$ cat src/rtl/fifo_rd_stream.sv
// fifo_rd_stream: drains a synchronous upstream FIFO (one-cycle read latency)
// into a valid/ready stream through a 4-entry skid buffer. Reads are only
// issued when a buffer slot is guaranteed for the returning word, so the
// read request never depends on m_ready.
module fifo_rd_stream #(
   parameter int DATA_WIDTH = 32,
   parameter int CNT_WIDTH  = 16
) (
   input  logic                  clk,
   input  logic                  rst_n,
   input  logic                  en,
   input  logic                  fifo_empty,
   input  logic [DATA_WIDTH-1:0] fifo_data,
   output logic                  fifo_rd_en,
   output logic                  m_valid,
   input  logic                  m_ready,
   output logic [DATA_WIDTH-1:0] m_data,
   output logic                  idle,
   output logic [CNT_WIDTH-1:0]  xfer_cnt
);

   logic [2:0]            occ_q, occ_d;
   logic                  infl_q, infl_d;
   logic [1:0]            wptr_q, wptr_d;
   logic [1:0]            rptr_q, rptr_d;
   logic [CNT_WIDTH-1:0]  cnt_q, cnt_d;
   logic [DATA_WIDTH-1:0] buf_q [4];

   logic [3:0]            fill;
   logic                  xfer;

   // Read request and stream outputs, derived from registered state only
   always_comb begin
      fill       = {1'b0, occ_q} + {3'b000, infl_q};
      fifo_rd_en = en && !fifo_empty && (fill < 4'd4);
      m_valid    = (occ_q != 3'd0);
      m_data     = m_valid ? buf_q[rptr_q] : '0;
      idle       = (occ_q == 3'd0) && !infl_q;
      xfer_cnt   = cnt_q;
      xfer       = m_valid && m_ready;
   end

   // Next-state for pointers, occupancy, in-flight flag and transfer count
   always_comb begin
      infl_d = fifo_rd_en;
      wptr_d = infl_q ? wptr_q + 2'd1 : wptr_q;
      rptr_d = xfer   ? rptr_q + 2'd1 : rptr_q;
      cnt_d  = xfer   ? cnt_q + CNT_WIDTH'(1) : cnt_q;
      occ_d  = occ_q + {2'b00, infl_q} - {2'b00, xfer};
   end

   // Control state with asynchronous active-low reset
   always_ff @(posedge clk or negedge rst_n) begin
      if (!rst_n) begin
         occ_q  <= '0;
         infl_q <= 1'b0;
         wptr_q <= '0;
         rptr_q <= '0;
         cnt_q  <= '0;
      end else begin
         occ_q  <= occ_d;
         infl_q <= infl_d;
         wptr_q <= wptr_d;
         rptr_q <= rptr_d;
         cnt_q  <= cnt_d;
      end
   end

   // Buffer storage: captures the word returned one cycle after a read
   always_ff @(posedge clk) begin
      if (infl_q) begin
         buf_q[wptr_q] <= fifo_data;
      end
   end

endmodule
$ cat config.mk
export PLATFORM = sky130hd
export DESIGN_NAME = fifo_rd_stream
export DESIGN_NICKNAME = d
export VERILOG_FILES = /design/src/rtl/fifo_rd_stream.sv
export SDC_FILE = /design/constraint.sdc
export NUM_CORES = 1
export LEC_CHECK = 0
export CAP_MARGIN = 25
export CELL_PAD_IN_SITES_DETAIL_PLACEMENT = 1
export CELL_PAD_IN_SITES_GLOBAL_PLACEMENT = 2
export CORE_UTILIZATION = 36
export DETAILED_ROUTE_END_ITERATION = 12
export PLACE_DENSITY_LB_ADDON = 0.1
export SKIP_LAST_GASP = 1
export SLEW_MARGIN = 0
export SYNTH_ARGS = -nofsm -noshare
export SYNTH_HDL_FRONTEND = slang
export SYNTH_SLANG_ARGS = --single-unit
export TNS_END_PERCENT = 1
$ cat constraint.sdc
create_clock -name clk -period 2.1 [get_ports clk]
set_input_delay 0.63 -clock clk [delete_from_list [all_inputs] [get_ports clk]]
set_output_delay 0.63 -clock clk [all_outputs]
set_load 0.1 [all_outputs]
==> results_dict.tcl, run 1 <==
set metrics [dict create \
    hp-start "wptr_q[0]" \
    drtIter0Drc 156 \
    tightestPinTransition_ns 0.3321 \
    cp-startpoint "rptr_q[0]" \
    yosysUniqueCellTypes 28 \
    synth_edf_count 128 \
    failed_checks "negative setup slack" \
    fin_crit_ns 2.579 \
    startpoint_type "register" \
    clk_pin_slew_ns 0.06 \
    cp_common_cell "buf_12" \
    wire_per_inst_um 18.55 \
    arrival_ns 1.95 \
    synth_ff_type "edfxtp_1" \
    grt_util_all_layers_pct 15.15 \
    syn_area_um2 6005 \
    drv_slew 0 \
    grt_pass1_wl_um 19220 \
    core_area_um2 16060 \
    portBuffers 87 \
    htreeDepth 4 \
    cp-endpoint "m_data[5]" \
    rows 46 \
    cts_tree "yes" \
    ioPinCount 88 \
    tns_ns -15.30 \
    place.gp.congestion 0.6824 \
    path_cells "buf_12 -> clkbuf_16 -> mux4_2 -> and2_4 -> buf_12" \
    hold_viol_final 0 \
    critical_path.top_delay_family "multiplexers" \
    die_h_um 131.1 \
    dp_hpwl_um 7607 \
    timing.rr.end "occ_q[2]" \
    rr_worst_depth 9 \
    status "complete, but fails checks" \
    whs_ns 0.5345 \
    ys_ff_latch 152 \
    avgSynthCellArea_um2 19.62 \
    rrSetupSlack_ns 0.08 \
    cts_root_buffer "clkbuf_16" \
    antenna_found_initial 0 \
    yosysTopAreaCell "edfxtp_1" \
    ys_top_cells_by_area "edfxtp_1 64%, mux4_2 12%, dfrtp_1 10%, and2_1 3.9%, xnor2_1 2.0%" \
    synth_cells 306 \
    layout-drive-gt1-share_pct 41.19 \
    die_x_um 131.1 \
    synth.top_cell.area_share_pct 64.01 \
    grt_start_max_net_pins 25 \
    hold_buffers 0 \
    clock_skew_ns 0.007168 \
    worst-setup-path-type "reg2out" \
    finalCritPeriodShare_pct 122.8 \
    drt-vias-per-instance 4.773 \
    pre_cts_ws_ns -0.2888 \
    maxClockFrequency_mhz 387.7 \
    final_common_cell "edfxtp_1" \
    overflow 0 \
    slowest_stage "mux4_2" \
    nets 470 \
    antenna_cells 0 \
    cts_buffers 17 \
    die_area_um2 17200 \
    via_count 3117 \
    setup_viol 35 \
    drc 0 \
    drtPass1Iterations 4 \
    mostFrequentLayoutCells "128 x edfxtp_1, 57 x buf_12, 36 x clkdlybuf4s50_1, 32 x mux4_2, 24 x and2_4" \
    cp_num_buf_inv 3 \
    synthArstFlopShare_pct 15.79 \
    yosys_warnings 0 \
    worstSkewPairLatency_ns 0.42 \
    start_util_pct 37.39 \
    drt-total-wl_um 12120 \
    cap_violations 0 \
    rsz0062_at_grt "true" \
    min-delay-path-class "reg2reg" \
    syn_nets 352 \
    slew_headroom_pct 77.22 \
    grt_pass1_vias 3428 \
    required_ns 1.47 \
    r2r-start "occ_q[2]" \
    yosysSeqAreaShare_pct 74.02 \
    max_stage_delay_ns 0.50 \
    area_delta_synth_final_pct 42.65 \
    drt.antenna.violating_nets 0 \
    setup_ws_ns -0.4791 \
    crit_fanout 8 \
    crit_path_end_kind "output port" \
    cp.depth 5 \
    clockBufferDepth 2 \
    cts.sinks 152 \
]
[final cells by class]
| cell class | count | area, um^2 |
|---|---|---|
| Multi-Input combinational cell | 133 | 1540 |
| Timing Repair Buffer | 112 | 1679 |
| Clock inverter | 15 | 173.9 |
| Sequential cell | 152 | 4447 |
| Inverter | 8 | 30.03 |
| Fill cell | 1409 | 7492 |
| Tap cell | 216 | 270.3 |
| Clock buffer | 17 | 425.4 |
[registers in the layout, summed over array words and instances, names as in the netlist]
| name | cells |
|---|---|
| rptr_q | 2 |
| wptr_q | 2 |
| xfer_cnt | 16 |
| buf_q | 128 |
| occ_q | 3 |
| infl_q | 1 |
[worst min path at each step]
stage / end / slack (ns) / cells past startpoint
after floorplan: infl_q / 0.33 / 0
after global placement: xfer_cnt[15] / 0.52 / 1
after detailed placement: wptr_q[0] / 0.53 / 1
after CTS: wptr_q[0] / 0.54 / 1
after global routing: xfer_cnt[15] / 0.56 / 1
final: wptr_q[0] / 0.53 / 1
[timing repair]
item	4_1_cts	5_1_grt
resized for setup	0	24
setup endpoints to repair	35	36
cloned	0	2
buffers inserted	0	1
[cell families after synthesis]
family / count (synthesis) / share of synthesized area [%]
AND/OR/NAND/NOR: 69 / 6.647
AO/OA/AOI/OAI: 2 / 0.2083
flip-flops: 152 / 74.02
multiplexers: 34 / 12.42
XOR/XNOR: 19 / 2.771
buffers and inverters: 21 / 1.938
adder cells (fa/ha/maj): 9 / 2.000
[stage by stage]
step	instances	area, um^2	util [%]
3_3_place_gp	618	7841	48.83
2_1_floorplan	306	6045	-
3_5_place_dp	618	7841	48.83
5_1_grt	653	8566	53.34
4_1_cts	650	8441	52.56
6_report	653	8566	53.34
[worst register-to-register path: stages, from the launching register on]
cell,delay [ns]
dfrtp_1,0.39
buf_4,0.15
nor3_4,0.14
inv_2,0.07
and2_1,0.17
ha_1,0.27
inv_1,0.04
ha_1,0.18
fa_1,0.37
xnor2_1,0.13
[metal layers]
metal  vias up  GRT usage (%)  share of wire [%]
met3        12          4.745                5.0
met4         0          5.490                1.3
li1       1419              -                  -
met5         -              0                  0
met2        73          24.76                 49
met1      1613          18.89                 44
[synthesized netlist by cell type, types with 2 or more instances]
| cell type | n |
|---|---|
| nor2_1 | 3 |
| nand4_1 | 5 |
| xnor2_1 | 14 |
| and2_1 | 37 |
| clkbuf_1 | 5 |
| mux4_2 | 32 |
| nor4_1 | 2 |
| and3_1 | 2 |
| edfxtp_1 | 128 |
| dfrtp_1 | 24 |
| buf_6 | 4 |
| buf_2 | 3 |
| nand3_1 | 2 |
| inv_1 | 7 |
| nand2_1 | 12 |
| ha_1 | 8 |
| xor2_1 | 5 |
| nor3_1 | 3 |
Power of run 1 is left out: the tool's default activity adds up to more than one toggle a clock period on the data nets, which glitch-free logic cannot reach.
==> run 2, diff against run 1 <==
- GPL_TIMING_DRIVEN: not set -> 0
- SLEW_MARGIN: 0 -> not set
==> run 2 against run 1 <==
  * The run still ends with negative setup slack left
  * Sequential share of layout area grew 4.1 points
  * Final cell count down 1.1%
  * Critical endpoint is now xfer_cnt[4]
  * Sequential cell count unchanged
  * Core utilization decreased by 3.9 points
  * Die area is the same
  * Register-to-register slack got worse by 0.22 ns
  * Final area is 7.3% lower
==> results_dict.tcl, run 2 (same netlist as run 1, synthesis figures left out) <==
set metrics [dict create \
    rsz0062_at_grt "true" \
    nets 466 \
    htreeDepth 4 \
    whs_ns 0.4977 \
    grt_busiest_layer "met2" \
    overflow 0 \
    worst-setup-path-type "reg2out" \
    drt-vias-per-instance 4.723 \
    cts_buffers 17 \
    mostFrequentLayoutCells "128 x edfxtp_1, 47 x clkdlybuf4s50_1, 32 x mux4_2, 25 x and2_1, 23 x dfrtp_1" \
    grt_pass1_vias 3405 \
    die_x_um 131.1 \
    use_met1_pct 18.11 \
    drv_slew 0 \
    tightestPinTransition_ns 0.9692 \
    cap_violations 0 \
    slowest_stage "clkdlybuf4s50_1" \
    via_count 3051 \
    grt_pass1_wl_um 18950 \
    cp_num_buf_inv 1 \
    hold_buffers 0 \
    startpoint_type "register" \
    setup_ws_ns -0.5058 \
    cts_tree "yes" \
    drt-total-wl_um 11850 \
    grt_util_all_layers_pct 15.00 \
    required_ns 1.47 \
    start_util_pct 37.39 \
    area_delta_synth_final_pct 32.19 \
    failed_checks "negative setup slack" \
    met3_usage_pct 4.475 \
    wire_per_inst_um 18.35 \
    drc 0 \
    hold_viol_final 0 \
    dp_hpwl_um 7549 \
    path_cells "clkdlybuf4s50_1" \
    core_area_um2 16060 \
    critical_path.top_delay_family "buffers and inverters" \
    layout.cells.non_filler 646 \
    antenna_found_initial 0 \
    layout-drive-gt1-share_pct 30.93 \
    rr_worst_depth 9 \
    slew_headroom_pct 35.19 \
    regMostFlops "buf_q" \
    grt_start_max_net_pins 22 \
    r2r-start "occ_q[2]" \
    die_area_um2 17200 \
    place.gp.congestion 0.6525 \
    die_h_um 131.1 \
    final_common_cell "edfxtp_1" \
    dpl.cell_count 614 \
    ioPinCount 88 \
    cts.sinks 152 \
    min_delay_path_depth 1 \
    rrSetupSlack_ns -0.14 \
    clock_skew_ns 0.009831 \
    clockBufferDepth 2 \
    drtIter0Drc 125 \
    finalCritPeriodShare_pct 124.1 \
    hp-start "xfer_cnt[13]" \
    drtPass1Iterations 4 \
    cts_root_buffer "clkbuf_16" \
    tns_ns -22.60 \
    setup_viol 53 \
    worstSkewPairLatency_ns 0.41 \
    drt.antenna.violating_nets 0 \
    crit_fanout 5 \
    antenna_cells 0 \
    arrival_ns 1.98 \
    whs_endpoint "xfer_cnt[13]" \
    largest_reg_flops 128 \
    timing.rr.end "occ_q[2]" \
    clk_pin_slew_ns 0.06 \
    status "complete, but fails checks" \
    max_stage_delay_ns 1.16 \
    crit_path_end_kind "output port" \
    fin_crit_ns 2.606 \
    portBuffers 87 \
    rows 46 \
    min-delay-path-class "reg2reg" \
    use_met2_pct 25.06 \
    maxClockFrequency_mhz 383.8 \
]
run 2: cell types whose count changed in the layout (fill, tap and decap cells not counted), sizes merged:
cell,change
clkdlybuf4s50,+11
bufinv,+1
clkbuf,+5
dlygate4sd2,+5
clkinv,+1
inv,-3
buf,-24
clkinvlp,-3
run 2: what timing repair did:
action / CTS / global route
setup endpoints to repair: 53 / 53
buffers inserted: 4 / 0
pin swaps: 1 / 0
gates resized for setup: 242 / 5
run 2: per-stage QoR:
step	setup WS [ns]	util [%]	cell area, um^2
6_report	-0.5058	49.43	7938
5_1_grt	-0.5861	49.43	7938
4_1_cts	-0.5414	49.33	7921
3_5_place_dp	-1.057	45.50	7306
3_3_place_gp	-1.049	44.75	7186
2_1_floorplan	-0.2883	-	6045
run 2: cell type report:
type	instances	area (um^2)
multi-input combinational	133	1485
timing repair buffer	96	989.7
tap	216	270.3
sequential	152	4446
buffer	12	130.1
clock inverter	11	157.7
clock buffer	18	429.2
fill	1493	8120
inverter	8	30.03
run 2: how the worst max path moves through the flow:
stage	to	depth (start not counted)	slack [ns]	startpoint
after floorplan	fifo_rd_en	4	-0.29	occ_q[2]
after global placement	m_data[16]	5	-1.05	occ_q[0]
after detailed placement	m_data[16]	5	-1.06	rptr_q[1]
after CTS	m_data[26]	5	-0.54	rptr_q[0]
after global routing	m_data[26]	5	-0.59	rptr_q[0]
final	xfer_cnt[4]	1	-0.51	xfer_cnt[4]
run 2: metal layers:
layer	up-vias	wire, um
met4	0	99
met3	5	503
met5	-	0
li1	1403	-
met2	66	6189
met1	1577	5057
Power of run 2 is left out for the same reason.
==> run 3, diff against run 2 <==
- CORE_UTILIZATION: 36 -> 40
- clock period: 2.1 -> 2.4 ns (I/O delays scaled with it)
==> run 3 against run 2 <==
  * The run still ends with negative setup slack left
  * Setup slack better by 0.18 ns
  * Critical path depth unchanged
  * Sequential cell count unchanged
  * Clock-buffer cell count up 3
  * First-iteration DRC count up 2.4%
  * Final area up 2.9%
  * Final cell count down 4.0%
  * Sequential share of layout area down 1.6 points
  * Die area down 9.8%
  * Via count up 2.6%
  * Largest cell class unchanged
==> results_dict.tcl, run 3 (same netlist as run 1, synthesis figures left out) <==
set metrics [dict create \
    slowest_stage "clkdlybuf4s50_1" \
    clk_pin_slew_ns 0.06 \
    portBuffers 87 \
    nets 469 \
    setup_viol 48 \
    grt_pass1_vias 3456 \
    drc 0 \
    ioPinCount 88 \
    regMostFlops "buf_q" \
    min-delay-path-class "reg2reg" \
    finalCritPeriodShare_pct 113.5 \
    wire_per_inst_um 19.43 \
    cts_tree "yes" \
    hp-start "xfer_cnt[15]" \
    start_util_pct 41.16 \
    tns_ns -12.89 \
    htreeDepth 4 \
    final_common_cell "edfxtp_1" \
    crit_path_end_kind "output port" \
    area_delta_synth_final_pct 36.05 \
    failed_checks "negative setup slack" \
    antenna_cells 0 \
    via_count 3130 \
    startpoint_type "register" \
    dp_hpwl_um 7504 \
    place.gp.congestion 0.6990 \
    timing.rr.end "occ_q[2]" \
    clockBufferDepth 2 \
    path_cells "clkdlybuf4s50_1" \
    fin_util_pct 55.99 \
    drt-vias-per-instance 5.048 \
    min_delay_path_depth 1 \
    drv_slew 0 \
    rr_worst_depth 9 \
    drt.antenna.violating_nets 0 \
    drtIter0Drc 128 \
    cts.sinks 152 \
    die_x_um 124.5 \
    worstSkewPairLatency_ns 0.42 \
    rows 44 \
    whs_endpoint "xfer_cnt[15]" \
    status "complete, but fails checks" \
    worst-setup-path-type "reg2out" \
    antenna_found_initial 0 \
    mostFrequentLayoutCells "128 x edfxtp_1, 48 x clkdlybuf4s50_1, 32 x mux4_2, 23 x dfrtp_1, 20 x clkbuf_16" \
    hold_viol_final 0 \
    grt_start_max_net_pins 29 \
    clock_skew_ns 0.008308 \
    required_ns 1.68 \
    fin_crit_ns 2.723 \
    grt_util_all_layers_pct 16.71 \
    drt-total-wl_um 12050 \
    critical_path.top_delay_family "buffers and inverters" \
    n_fill_cell 1312 \
    cts_root_buffer "clkbuf_16" \
    crit_fanout 4 \
    cap_violations 0 \
    layout-drive-gt1-share_pct 32.34 \
    overflow 0 \
    pre_cts_ws_ns -0.8667 \
    max_stage_delay_ns 1.16 \
    r2r-start "occ_q[0]" \
    cp_num_buf_inv 1 \
    maxClockFrequency_mhz 367.2 \
    tightestPinTransition_ns 0.9737 \
    rrSetupSlack_ns 0.10 \
    rsz0062_at_grt "true" \
    grt_pass1_wl_um 19110 \
    arrival_ns 2.00 \
    die_h_um 124.5 \
    setup_ws_ns -0.3230 \
    largest_reg_flops 128 \
    drtPass1Iterations 4 \
    die_area_um2 15510 \
    core_area_um2 14590 \
    slew_headroom_pct 34.98 \
    cts_buffers 17 \
]
[run 3: cell types whose count changed in the layout (fill, tap and decap cells not counted), sizes merged]
| cell | delta |
|---|---|
| clkdlybuf4s50 | +1 |
| dlygate4sd2 | -4 |
| clkinv | +1 |
| clkinvlp | -1 |
| buf | +3 |
| clkbuf | +3 |
| dlymetal6s2s | +3 |
[run 3: worst max path at each step]
stage / startpoint / end / slack, ns / depth (start not counted)
2_1_floorplan: occ_q[1] / fifo_rd_en / -0.09 / 4
3_3_place_gp: fifo_empty / fifo_rd_en / -0.87 / 3
3_5_place_dp: fifo_empty / fifo_rd_en / -0.87 / 3
4_1_cts: rptr_q[0] / m_data[7] / -0.37 / 5
5_1_grt: xfer_cnt[3] / xfer_cnt[3] / -0.38 / 1
6_report: xfer_cnt[3] / xfer_cnt[3] / -0.32 / 1
[run 3: timing repair]
action                                  4_1_cts  5_1_grt
hold buffers                                  0        0
gates resized for setup                     255       38
setup buffers                                 3        0
endpoints found under the setup margin       51       52
gates cloned                                  1        3
[run 3: stage by stage]
step / instances / area [um^2] / hold WS (ns)
CTS: 617 / 7991 / 0.4755
detailed placement: 582 / 7253 / 0.4672
global route: 620 / 8169 / 0.4866
global placement: 577 / 7138 / 0.4609
floorplan: 306 / 6037 / 0.4244
finish: 620 / 8169 / 0.4703
[run 3: metal layers]
metal	global-route usage, %	vias up	wire (um)
li1	-	1410	-
met1	20.64	1640	5352
met2	27.62	69	6136
met3	5.928	11	437
met4	4.890	0	121
met5	0	-	0
[run 3: cell type report]
class | instances | area [um^2] | area share, %
Clock inverter | 11 | 153.9 | 1.884
Timing Repair Buffer | 99 | 1230 | 15.06
Tap cell | 184 | 230.2 | 2.818
Inverter | 8 | 30.03 | 0.3676
Clock buffer | 21 | 440.4 | 5.391
Sequential cell | 152 | 4446 | 54.42
Multi-Input combinational cell | 133 | 1503 | 18.39
Buffer | 12 | 136.4 | 1.669
Power of run 3 is left out for the same reason.
